<file path="src/rtl/sa_leaf_stage.sv">
// Leaf stream stage: buffers upstream words in a small FIFO and stamps each one
// with the instance index and a wrapping sequence number.
module sa_leaf_stage #(
  parameter int DATA_W  = 8,
  parameter int DEPTH   = 4,
  parameter int INST_ID = 0,
  parameter int SEQ_W   = 4
) (
  input  logic                       clk,
  input  logic                       rst,
  input  logic                       in_valid,
  output logic                       in_ready,
  input  logic [DATA_W-1:0]          in_data,
  output logic                       out_valid,
  input  logic                       out_ready,
  output logic [DATA_W-1:0]          out_data,
  output logic [2:0]                 out_id,
  output logic [SEQ_W-1:0]           out_seq,
  output logic [$clog2(DEPTH+1)-1:0] count
);

  localparam int PTR_W = $clog2(DEPTH);
  localparam int CNT_W = $clog2(DEPTH + 1);

  logic [DATA_W-1:0] data_q [DEPTH];
  logic [SEQ_W-1:0]  seqs_q [DEPTH];

  logic [PTR_W-1:0] wr_ptr_q, wr_ptr_d;
  logic [PTR_W-1:0] rd_ptr_q, rd_ptr_d;
  logic [CNT_W-1:0] count_q, count_d;
  logic [SEQ_W-1:0] seq_ctr_q, seq_ctr_d;

  logic push, pop;

  // Handshake qualifiers depend only on registered occupancy.
  assign in_ready  = (count_q != CNT_W'(DEPTH));
  assign out_valid = (count_q != '0);
  assign push      = in_valid && in_ready;
  assign pop       = out_valid && out_ready;

  assign out_data = data_q[rd_ptr_q];
  assign out_seq  = seqs_q[rd_ptr_q];
  assign out_id   = 3'(INST_ID);
  assign count    = count_q;

  always_comb begin
    wr_ptr_d  = wr_ptr_q;
    rd_ptr_d  = rd_ptr_q;
    count_d   = count_q;
    seq_ctr_d = seq_ctr_q;
    if (push) begin
      wr_ptr_d  = wr_ptr_q + PTR_W'(1);
      seq_ctr_d = seq_ctr_q + SEQ_W'(1);
    end
    if (pop) begin
      rd_ptr_d = rd_ptr_q + PTR_W'(1);
    end
    case ({push, pop})
      2'b10:   count_d = count_q + CNT_W'(1);
      2'b01:   count_d = count_q - CNT_W'(1);
      default: count_d = count_q;
    endcase
  end

  always_ff @(posedge clk) begin
    if (rst) begin
      wr_ptr_q  <= '0;
      rd_ptr_q  <= '0;
      count_q   <= '0;
      seq_ctr_q <= '0;
      data_q    <= '{default: '0};
      seqs_q    <= '{default: '0};
    end else begin
      wr_ptr_q  <= wr_ptr_d;
      rd_ptr_q  <= rd_ptr_d;
      count_q   <= count_d;
      seq_ctr_q <= seq_ctr_d;
      if (push) begin
        data_q[wr_ptr_q] <= in_data;
        seqs_q[wr_ptr_q] <= seq_ctr_q;
      end
    end
  end

endmodule

</file>
<file path="config.mk">
export PLATFORM = sky130hd
export DESIGN_NAME = sa_leaf_stage
export DESIGN_NICKNAME = d
export VERILOG_FILES = /design/src/rtl/sa_leaf_stage.sv
export SDC_FILE = /design/constraint.sdc
export NUM_CORES = 1
export LEC_CHECK = 0
export BUFFER_PORTS_ARGS = -buffer_cell sky130_fd_sc_hd__buf_2
export CAP_MARGIN = 40
export CORE_UTILIZATION = 35
export DETAILED_ROUTE_END_ITERATION = 10
export HOLD_SLACK_MARGIN = 0.05
export PLACE_DENSITY = 0.49
export SYNTH_ARGS = -nofsm -noshare
export SYNTH_HDL_FRONTEND = slang
export SYNTH_SLANG_ARGS = --single-unit
</file>
<file path="constraint.sdc">
create_clock -name clk -period 3.1 [get_ports clk]
set_input_delay 0.31 -clock clk [delete_from_list [all_inputs] [get_ports clk]]
set_output_delay 0.31 -clock clk [all_outputs]
set_load 0.01 [all_outputs]
</file>
==> results of run 1 <==
-- metrics by stage --
stage	worst slack (ns)	instance area, sq um
floorplan	0.7274	2830
global placement	0.6195	2998
detailed placement	0.5373	3040
CTS	0.5186	3234
global route	0.4025	3234
finish	0.5196	3234
-- worst paths after layout --
check / start / to / slack (ns)
hold / removal: in_data[1] / data_q[9] / 0.31
setup / recovery: count[2] / count[2] / 0.52
hold reg to reg: data_q[24] / data_q[24] / 0.47
setup reg to reg: count[2] / count[2] / 0.52
-- where the power goes --
part	leakage (nW)	internal (mW)	switching (mW)	total, mW
clock network	0.0995	0.410	0.291	0.701
logic	0.910	0.266	0.258	0.524
registers	0.479	0.827	0.0867	0.914
-- routing by layer --
metal | routed length [um] | up-vias
li1 | - | 914
met1 | 2799 | 840
met2 | 2466 | 29
met3 | 168 | 11
met4 | 125 | 0
met5 | 0 | -
-- tightest hold or removal path, stage by stage --
cell and delay, ns:
buf_2 0.07, nand2b_1 0.09, mux2i_1 0.13
-- cells by family (layout without fill, tap and decap cells) --
kind of cell / count (synthesis) / count (layout) / share of synthesized area, %
adder cells (fa/ha/maj): 7 / 7 / 3.369
XOR/XNOR: 4 / 4 / 1.241
AND/OR/NAND/NOR: 84 / 84 / 18.00
flip-flops: 59 / 59 / 41.84
multiplexers: 65 / 65 / 28.41
buffers and inverters: 27 / 55 / 5.408
other: 1 / 3 / 0.1329
AO/OA/AOI/OAI: 7 / 7 / 1.596
-- cell usage in the layout, fill, tap and decap left out, types with 2 or more instances in the layout --
| cell type | instances |
|---|---|
| nand2b_1 | 61 |
| dfxtp_1 | 59 |
| mux2i_1 | 52 |
| buf_2 | 28 |
| mux4_2 | 12 |
| clkbuf_8 | 11 |
| nor2_1 | 7 |
| inv_1 | 6 |
| nand3_1 | 6 |
| ha_1 | 6 |
| buf_4 | 4 |
| or2_2 | 3 |
| a21oi_1 | 3 |
| xor2_1 | 3 |
| conb_1 | 3 |
| or3_1 | 2 |
| and3_1 | 2 |
| clkbuf_1 | 2 |
-- cell type report --
type | count | area, sq um | area share (%)
multi-input cells | 170 | 1496 | 46.27
flip-flops and latches | 59 | 1181 | 36.52
repair buffers | 34 | 212.7 | 6.576
clock buffers | 13 | 158.9 | 4.913
well taps | 102 | 127.6 | 3.946
clock inverters | 2 | 35.03 | 1.083
inverters | 6 | 22.52 | 0.6963
-- flip-flops by register name (all words and copies together), names as in the netlist --
register   flops
data_q        32
seqs_q        16
seq_ctr_q      4
count          3
rd_ptr_q       2
wr_ptr_q       2
==> results by group, run 1 <==
Final layout
  – Final #Nets: 299
  – Layout area overhead: 14.58%
  – Final Non-Filler Cells: 386
  – Filler cells: 767
  – Antenna Cells: 0
  – Final Util: 41.64%
  – Share of layout cells above drive strength 1: 22.54%

STA
  – Unrepaired setup endpoints after global routing: no
  – Final Critical Period: 2.580 ns
  – Hold WS: 0.3129 ns
  – Worst slew margin: 48.26%
  – Max frequency: 0.3875 GHz
  – Final TNS setup: 0 ns
  – Slew Viols, Final: 0
  – Final clock skew: 0.006520 ns
  – Fin. Hold Viols: 0
  – Least-Margin Pin Slew: 0.7751 ns
  – Fin crit share: 83.24%
  – Final setup fails: 0

Worst setup path
  – WP data arrival: 2.85 ns
  – Worst-case reg-to-reg path depth: 9
  – Crit-path cells: or3b_1 > and2_1 > inv_1 > ha_1 > inv_1 > fa_1 > xor2_1 > or3_1 > a21oi_1
  – CP peak stage delay: 0.52 ns
  – Critical path class: reg2reg
  – Crit-path most repeated cell: inv_1
  – Critical path's top delay family: simple AND/OR/NAND/NOR gates
  – Crit-path slowest cell: or3b_1
  – CP endpoint kind: register
  – Req. time, crit path: 3.36 ns
  – Startpoint class of the critical path: register
  – CP Max Fanout: 11
  – CP Buf/Inv Count: 2
  – WP depth: 9

Synth
  – Synth Register Bits: 59
  – Post-synthesis sequential area ratio: 41.84%
  – Unique masters post-synth: 29
  – Synth Flop Type: dfxtp_1
  – FFs w/ async S/R, synth: 0%
  – Top cells by count, synth: nand2b_1, dfxtp_1, mux2i_1
  – Top cells by area, synth: dfxtp_1, mux2i_1, nand2b_1, mux4_2, ha_1
  – Post-Syn Instances: 254
  – YS warnings: 0
  – Post-synth EDFFs: 0
  – Yosys top cell area share: 41.84%
  – Cell taking the most area after synthesis: dfxtp_1
  – Mapped cell area: 2823 sq um
  – Cell with the most instances after synthesis: nand2b_1
  – Syn Area/Cell: 11.11 sq um

CTS
  – Clock Pin Slew Worst Setup and Hold Paths: 0.07 ns
  – Root Buffer: clkbuf_8
  – CTS Hold Bufs: 0
  – CTS H-tree depth: 3
  – CTS tree: yes
  – Post_cts resized: 0
  – # clock sinks: 59
  – Deepest clock path buffer count: 2
  – Post-CTS Setup Bufs: 0
  – Latest clock arrival within the worst-skew pair: 0.33 ns
  – CTS buffer count: 9

GRT
  – GRT Residual Overflow: 0
  – Initial antenna violation count: 0
  – Via count of the first global-routing pass: 1,762
  – Met1 usage: 20.07%
  – Largest net degree at the start of global routing: 37
  – Met2 Use GR: 21.24%
  – Busiest grt layer: met2
  – Total GRT Usage: 14.50%
  – Grt met3 use: 2.819%
  – First-pass GRT wire length: 9.170 mm

Floorplanning
  – Die Width: 91.81 um
  – DIE HEIGHT: 91.81 um
  – Initial Util: 36.34%
  – Row count: 32
  – Core Footprint: 7767 sq um
  – Die ar.: 8428 sq um
  – I/O pin count: 32

Routing
  – Vias per inst: 4.648
  – Post-route DRC: 0
  – Post-DR wirelength/cell: 14.40 um
  – Iter 0 DRT Violations: 48
  – ANT nets after route: 0
  – Routed wire length: 5.560 mm
  – First-pass detailed-route iteration total: 4
  – Vias: 1,794

Power
  – Maximum vdd drop: 0.0004306 V
  – Leak pwr: 1.488 nW
  – Final Power: 2.139 mW
  – Pwr Density: 661.4 nW/um^2

Min path
  – Worst hold path depth: 3
  – Hold crit path type: in2reg

Placed design
  – RePlAce Congestion: 0.6925
  – HPWL after DPL: 3.603 mm
  – Cell count after placement: 371
  – # port buffers: 28

Outcome
  – Status: finished, final reports clean

Flow run
  – Max-cap violations: 0
Note: power is estimated with default switching activity, not from simulation.
==> inputs of run 2 (changes only) <==
ABC_AREA = 1   (was unset)
clock period = 2.4 ns   (was 3.1 ns; I/O delays follow)
==> results by group, run 2 <==
Final layout
  – Most frequent cells in the layout: nand2_1, nor2_1, inv_1, dfxtp_1, a21oi_1
  – Commonest non-fill, non-tap cell in the layout: nand2_1
  – Largest regs: data_q: 32 flops, seqs_q: 16 flops, seq_ctr_q: 4 flops
  – Biggest register: data_q
  – Antenna Cells: 0
  – Final #Nets: 507
  – Max reg flops: 32
  – Final Non-Filler Cells: 598
  – Layout area overhead: 14.04%
  – Share of layout cells above drive strength 1: 12.17%

Synth
  – FFs w/ async S/R, synth: 0%
  – Unique masters post-synth: 20
  – Cell with the most instances after synthesis: nand2_1
  – Top cells by count, synth: nand2_1, nor2_1, inv_1
  – Cell taking the most area after synthesis: dfxtp_1
  – Post-synthesis sequential area ratio: 39.09%
  – Yosys top cell area share: 39.09%
  – Top cells by area, synth: dfxtp_1, nand2_1, nor2_1, inv_1, a21oi_1
  – Synth Flop Type: dfxtp_1
  – Syn Area/Cell: 6.498 sq um
  – Post-synth EDFFs: 0
  – Synth Register Bits: 59
  – Mapped cell area: 3022 sq um
  – YS warnings: 0
  – Post-Syn Instances: 465

STA
  – Final setup fails: 0
  – Post-route setup slack: 0.5084 ns
  – Unrepaired setup endpoints after global routing: no
  – Max frequency: 0.5287 GHz
  – Fin crit share: 78.81%
  – Final clock skew: 0.007671 ns
  – Slew Viols, Final: 0
  – Final TNS setup: 0 ns
  – Final Critical Period: 1.892 ns
  – Fin. Hold Viols: 0

CTS
  – CTS buffer count: 9
  – Root Buffer: clkbuf_8
  – Deepest clock path buffer count: 2
  – # clock sinks: 59
  – CTS tree: yes
  – CTS Hold Bufs: 0
  – Post_cts resized: 0
  – Clock Pin Slew Worst Setup and Hold Paths: 0.07 ns
  – CTS H-tree depth: 3
  – Latest clock arrival within the worst-skew pair: 0.33 ns
  – Post-CTS Setup Bufs: 0

Placed design
  – HPWL after DPL: 4.283 mm
  – # port buffers: 28
  – Cell count after placement: 582
  – Dpl ws: 0.5520 ns
  – RePlAce Congestion: 0.7252

Worst setup path
  – CP Buf/Inv Count: 3
  – Req. time, crit path: 2.16 ns
  – CP Max Fanout: 13
  – CP peak stage delay: 0.35 ns
  – Critical path class: reg2out
  – WP data arrival: 1.65 ns
  – Crit-path cells: inv_1 > buf_4 > o21ai_0 > a21oi_1 > a21oi_1 > buf_2
  – Startpoint class of the critical path: register
  – CP endpoint kind: primary output
  – Crit-path most repeated cell: a21oi_1
  – Crit-path slowest cell: dfxtp_1
  – Critical path's top delay family: buffers and inverters

Floorplanning
  – DIE HEIGHT: 94.92 um
  – Die ar.: 9009 sq um
  – Row count: 33
  – I/O pin count: 32
  – Die Width: 94.92 um
  – Core Footprint: 8299 sq um
  – Initial Util: 36.41%

Routing
  – Iter 0 DRT Violations: 107
  – Routed wire length: 6.718 mm
  – ANT nets after route: 0
  – Vias per inst: 4.381
  – Post-route DRC: 0
  – Vias: 2,620
  – Post-DR wirelength/cell: 11.23 um
  – First-pass detailed-route iteration total: 4

Outcome
  – Status: finished, final reports clean

GRT
  – Total GRT Usage: 17.07%
  – Largest net degree at the start of global routing: 32
  – First-pass GRT wire length: 11.73 mm
  – Via count of the first global-routing pass: 2,500
  – GRT Residual Overflow: 0
  – Initial antenna violation count: 0

Power
  – Pwr Density: 1002 nW/um^2
  – Leak pwr: 1.795 nW
  – Maximum vdd drop: 0.0004328 V

Flow run
  – Max-cap violations: 0

Min path
  – Hold crit path type: in2reg
-- run 2: cell types whose count changed after synthesis, sizes merged, moves of 38 or more --
cell    delta
nand2    +128
nor2      +98
nand2b    -61
inv       +57
mux2i     -52
a21oi     +38
-- run 2: kinds of logic (layout without fill, tap and decap cells) --
logic type | Yosys count | count (layout) | share of synthesized area, %
flops | 59 | 59 | 39.09
compound gates | 61 | 61 | 10.19
simple gates | 246 | 246 | 32.96
other cells | 1 | 3 | 0.1241
buf+inv | 91 | 117 | 14.49
fa+ha+maj | 7 | 7 | 3.147
-- run 2: final cells by class --
| cell class | instances | area (sq um) |
|---|---|---|
| multi-input combinational | 317 | 1410 |
| fill | 901 | 4853 |
| clock inverter | 4 | 120.1 |
| clock buffer | 12 | 155.1 |
| sequential | 59 | 1181 |
| timing repair buffer | 37 | 207.7 |
| inverter | 64 | 240.2 |
| tap | 105 | 131.4 |
-- run 2: worst paths after layout --
kind                                     to  depth (start not counted)        start  slack (ns)
worst max-delay path             out_seq[0]                          6  rd_ptr_q[0]        0.51
worst min-delay path             data_q[24]                          3   in_data[0]        0.18
worst max register to register     count[2]                         12     count[0]        0.56
worst min register to register  rd_ptr_q[1]                          2  rd_ptr_q[1]        0.48
-- run 2: stage by stage --
step | power (mW) | area (sq um) | hold slack [ns] | utilization, %
after detailed placement | 2.241 | 3171 | 0.4715 | 38.20
after global placement | 2.231 | 3171 | 0.4760 | 38.20
final | 3.452 | 3446 | 0.1835 | 41.52
after floorplan | 1.958 | 3029 | 0.3749 | -
after global routing | 3.715 | 3446 | 0.1737 | 41.52
after CTS | 3.512 | 3446 | 0.1709 | 41.52
-- run 2: layer usage --
metal / routed length (um) / up-vias / global-route usage (%)
met1: 3358 / 1141 / 20.53
met4: 86 / 0 / 4.924
met5: 0 / - / 0
met3: 213 / 6 / 5.153
met2: 3059 / 32 / 29.20
li1: - / 1441 / -
-- run 2: report_power, final --
group | total [mW] | switching, mW | internal (mW)
Sequential | 1.20 | 0.0826 | 1.11
Clock | 1.25 | 0.396 | 0.853
Combinational | 1.01 | 0.648 | 0.358
-- run 2: worst min-delay path: cells and delay by family --
kind	cells	cell delay, ns
buffers and inverters	1	0.12
and+or+nand+nor	2	0.13
==> inputs of run 3 (changes only) <==
clock period = 1.96 ns   (was 2.4 ns; I/O delays follow)
==> results by group, run 3 (synthesis results as in run 2) <==
Power
  – Combinational share of power: 32.7%
  – Clock network power share: 28.6%
  – Sw Ratio: 37.15%
  – NetSw: 1.416 mW
  – Pwr Density: 1126 nW/um^2
  – Final Power: 3.811 mW
  – Total internal power: 2.395 mW
  – Maximum vdd drop: 0.0004755 V
  – Leak pwr: 1.762 nW
  – Sequential share of power: 38.6%

Floorplanning
  – Core Footprint: 8299 sq um
  – I/O pin count: 32
  – Die ar.: 9009 sq um
  – Row count: 33
  – Initial Util: 36.41%
  – DIE HEIGHT: 94.92 um
  – Die Width: 94.92 um

Worst setup path
  – WP data arrival: 2.01 ns
  – Critical path class: reg2reg
  – Setup crit end: count[2]
  – CP endpoint kind: register
  – Startpoint class of the critical path: register
  – CP Max Fanout: 4
  – R2R Setup Slk: 0.18 ns
  – Worst-case reg-to-reg path depth: 13
  – Req. time, crit path: 2.19 ns
  – Reg2reg start: count[2]
  – CP Launch Point: count[2]
  – FF-to-FF End: count[2]

Routing
  – Post-route DRC: 0
  – Routed wire length: 6.917 mm
  – Iter 0 DRT Violations: 125
  – ANT nets after route: 0
  – First-pass detailed-route iteration total: 4
  – Vias: 2,648
  – Post-DR wirelength/cell: 11.53 um
  – Vias per inst: 4.413

STA
  – Fin. Hold Viols: 0
  – Final setup fails: 0
  – Fin crit share: 90.78%
  – Final Critical Period: 1.779 ns
  – Final TNS setup: 0 ns
  – Final clock skew: 0.008519 ns
  – Slew Viols, Final: 0
  – Max frequency: 0.5620 GHz
  – Unrepaired setup endpoints after global routing: no

Final layout
  – Biggest register: data_q
  – Filler cells: 934
  – Share of layout cells above drive strength 1: 13.54%
  – Final #Nets: 509
  – Antenna Cells: 0
  – Largest regs: data_q: 32 flops, seqs_q: 16 flops, seq_ctr_q: 4 flops
  – Max reg flops: 32
  – Layout area overhead: 12.01%
  – Most frequent cells in the layout: nand2_1, nor2_1, inv_1, dfxtp_1, a21oi_1
  – Commonest non-fill, non-tap cell in the layout: nand2_1

CTS
  – Root Buffer: clkbuf_8
  – Clock Pin Slew Worst Setup and Hold Paths: 0.08 ns
  – CTS buffer count: 9
  – Post-CTS Setup Bufs: 0
  – CTS Hold Bufs: 0
  – Deepest clock path buffer count: 2
  – # clock sinks: 59
  – CTS H-tree depth: 3
  – Latest clock arrival within the worst-skew pair: 0.34 ns
  – CTS tree: yes

GRT
  – Via count of the first global-routing pass: 2,495
  – GRT Residual Overflow: 0
  – Largest net degree at the start of global routing: 25
  – First-pass GRT wire length: 11.65 mm
  – Total GRT Usage: 17.23%
  – Initial antenna violation count: 0

Placed design
  – HPWL after DPL: 4.343 mm
  – # port buffers: 28
  – RePlAce Congestion: 0.7571

Flow run
  – Max-cap violations: 0

Min path
  – Hold crit path type: in2reg

Outcome
  – Status: finished, final reports clean
## run 3: changes by cell type in the layout (fill, tap and decap cells not counted)
cell	before	now
buf_4	9	11
bufinv_16	4	1
clkbuf_1	1	0
clkbuf_8	11	9
clkinv_2	0	3
clkinv_4	0	1
clkinvlp_4	0	2
dfxtp_1	59	56
dfxtp_2	0	3
ha_1	6	5
ha_2	0	1
## run 3: worst max-delay path, stage by stage, from the launching register on
cell and delay (ns):
dfxtp_2 0.36, inv_1 0.06, nand2_1 0.10, nand2_1 0.09
inv_1 0.09, ha_2 0.18, inv_1 0.06, fa_1 0.37
inv_1 0.07, nand2_1 0.05, nand3_1 0.08, nand2_1 0.05
nand2_1 0.05, nor2_1 0.05
## run 3: through the flow
step                setup WS, ns  hold slack [ns]  std cells  instance area [sq um]  utilization [%]
finish                    0.1807           0.1354        600                   3385            40.78
global route            0.003993           0.1309        600                   3385            40.78
CTS                       0.1277           0.1180        600                   3378            40.71
detailed placement        0.1467           0.4731        584                   3186            38.38
global placement          0.2358           0.4744        584                   3186            38.38
floorplan                0.09032           0.3309        467                   3029                -
## run 3: power by group through the flow
stage	clock network (mW)	logic, mW	registers (mW)
2_1_floorplan	0	0.908	1.49
3_3_place_gp	0	1.25	1.49
3_5_place_dp	0	1.26	1.49
4_1_cts	1.14	1.27	1.47
5_1_grt	1.19	1.44	1.49
6_report	1.09	1.25	1.47
## run 3: timing repair
| item | in CTS | in global routing |
|---|---|---|
| gates resized for setup | 0 | 4 |
| endpoints found under the setup margin | 0 | 1 |
| hold endpoints to repair | 0 | 0 |
## run 3: layout make-up
class / count / area [sq um] / share of cell area [%]
tap: 105 / 131.4 / 3.882
inverter: 64 / 240.2 / 7.098
sequential: 59 / 1185 / 35.01
clock inverter: 7 / 68.82 / 2.033
clock buffer: 9 / 123.9 / 3.660
multi-input combinational: 317 / 1413 / 41.74
timing repair buffer: 39 / 222.7 / 6.580
## run 3: per-layer routing
metal  part of all wire (%)  global-route usage, %  vias to the layer above
li1                       -                      -                     1440
met1                     49                  19.91                     1154
met2                     45                  29.86                       44
met3                    4.1                  5.153                       10
met4                    1.8                  6.313                        0
met5                      0                      0                        -
## run 3: worst min-delay path by stage
stage	from	end	slack, ns	cells past startpoint
3_3_place_gp	rd_ptr_q[1]	rd_ptr_q[1]	0.47	2
6_report	in_data[5]	data_q[21]	0.14	3
5_1_grt	rst	seq_ctr_q[3]	0.13	2
3_5_place_dp	rd_ptr_q[1]	rd_ptr_q[1]	0.47	2
4_1_cts	in_data[0]	data_q[0]	0.12	3
2_1_floorplan	in_data[7]	data_q[15]	0.33	2
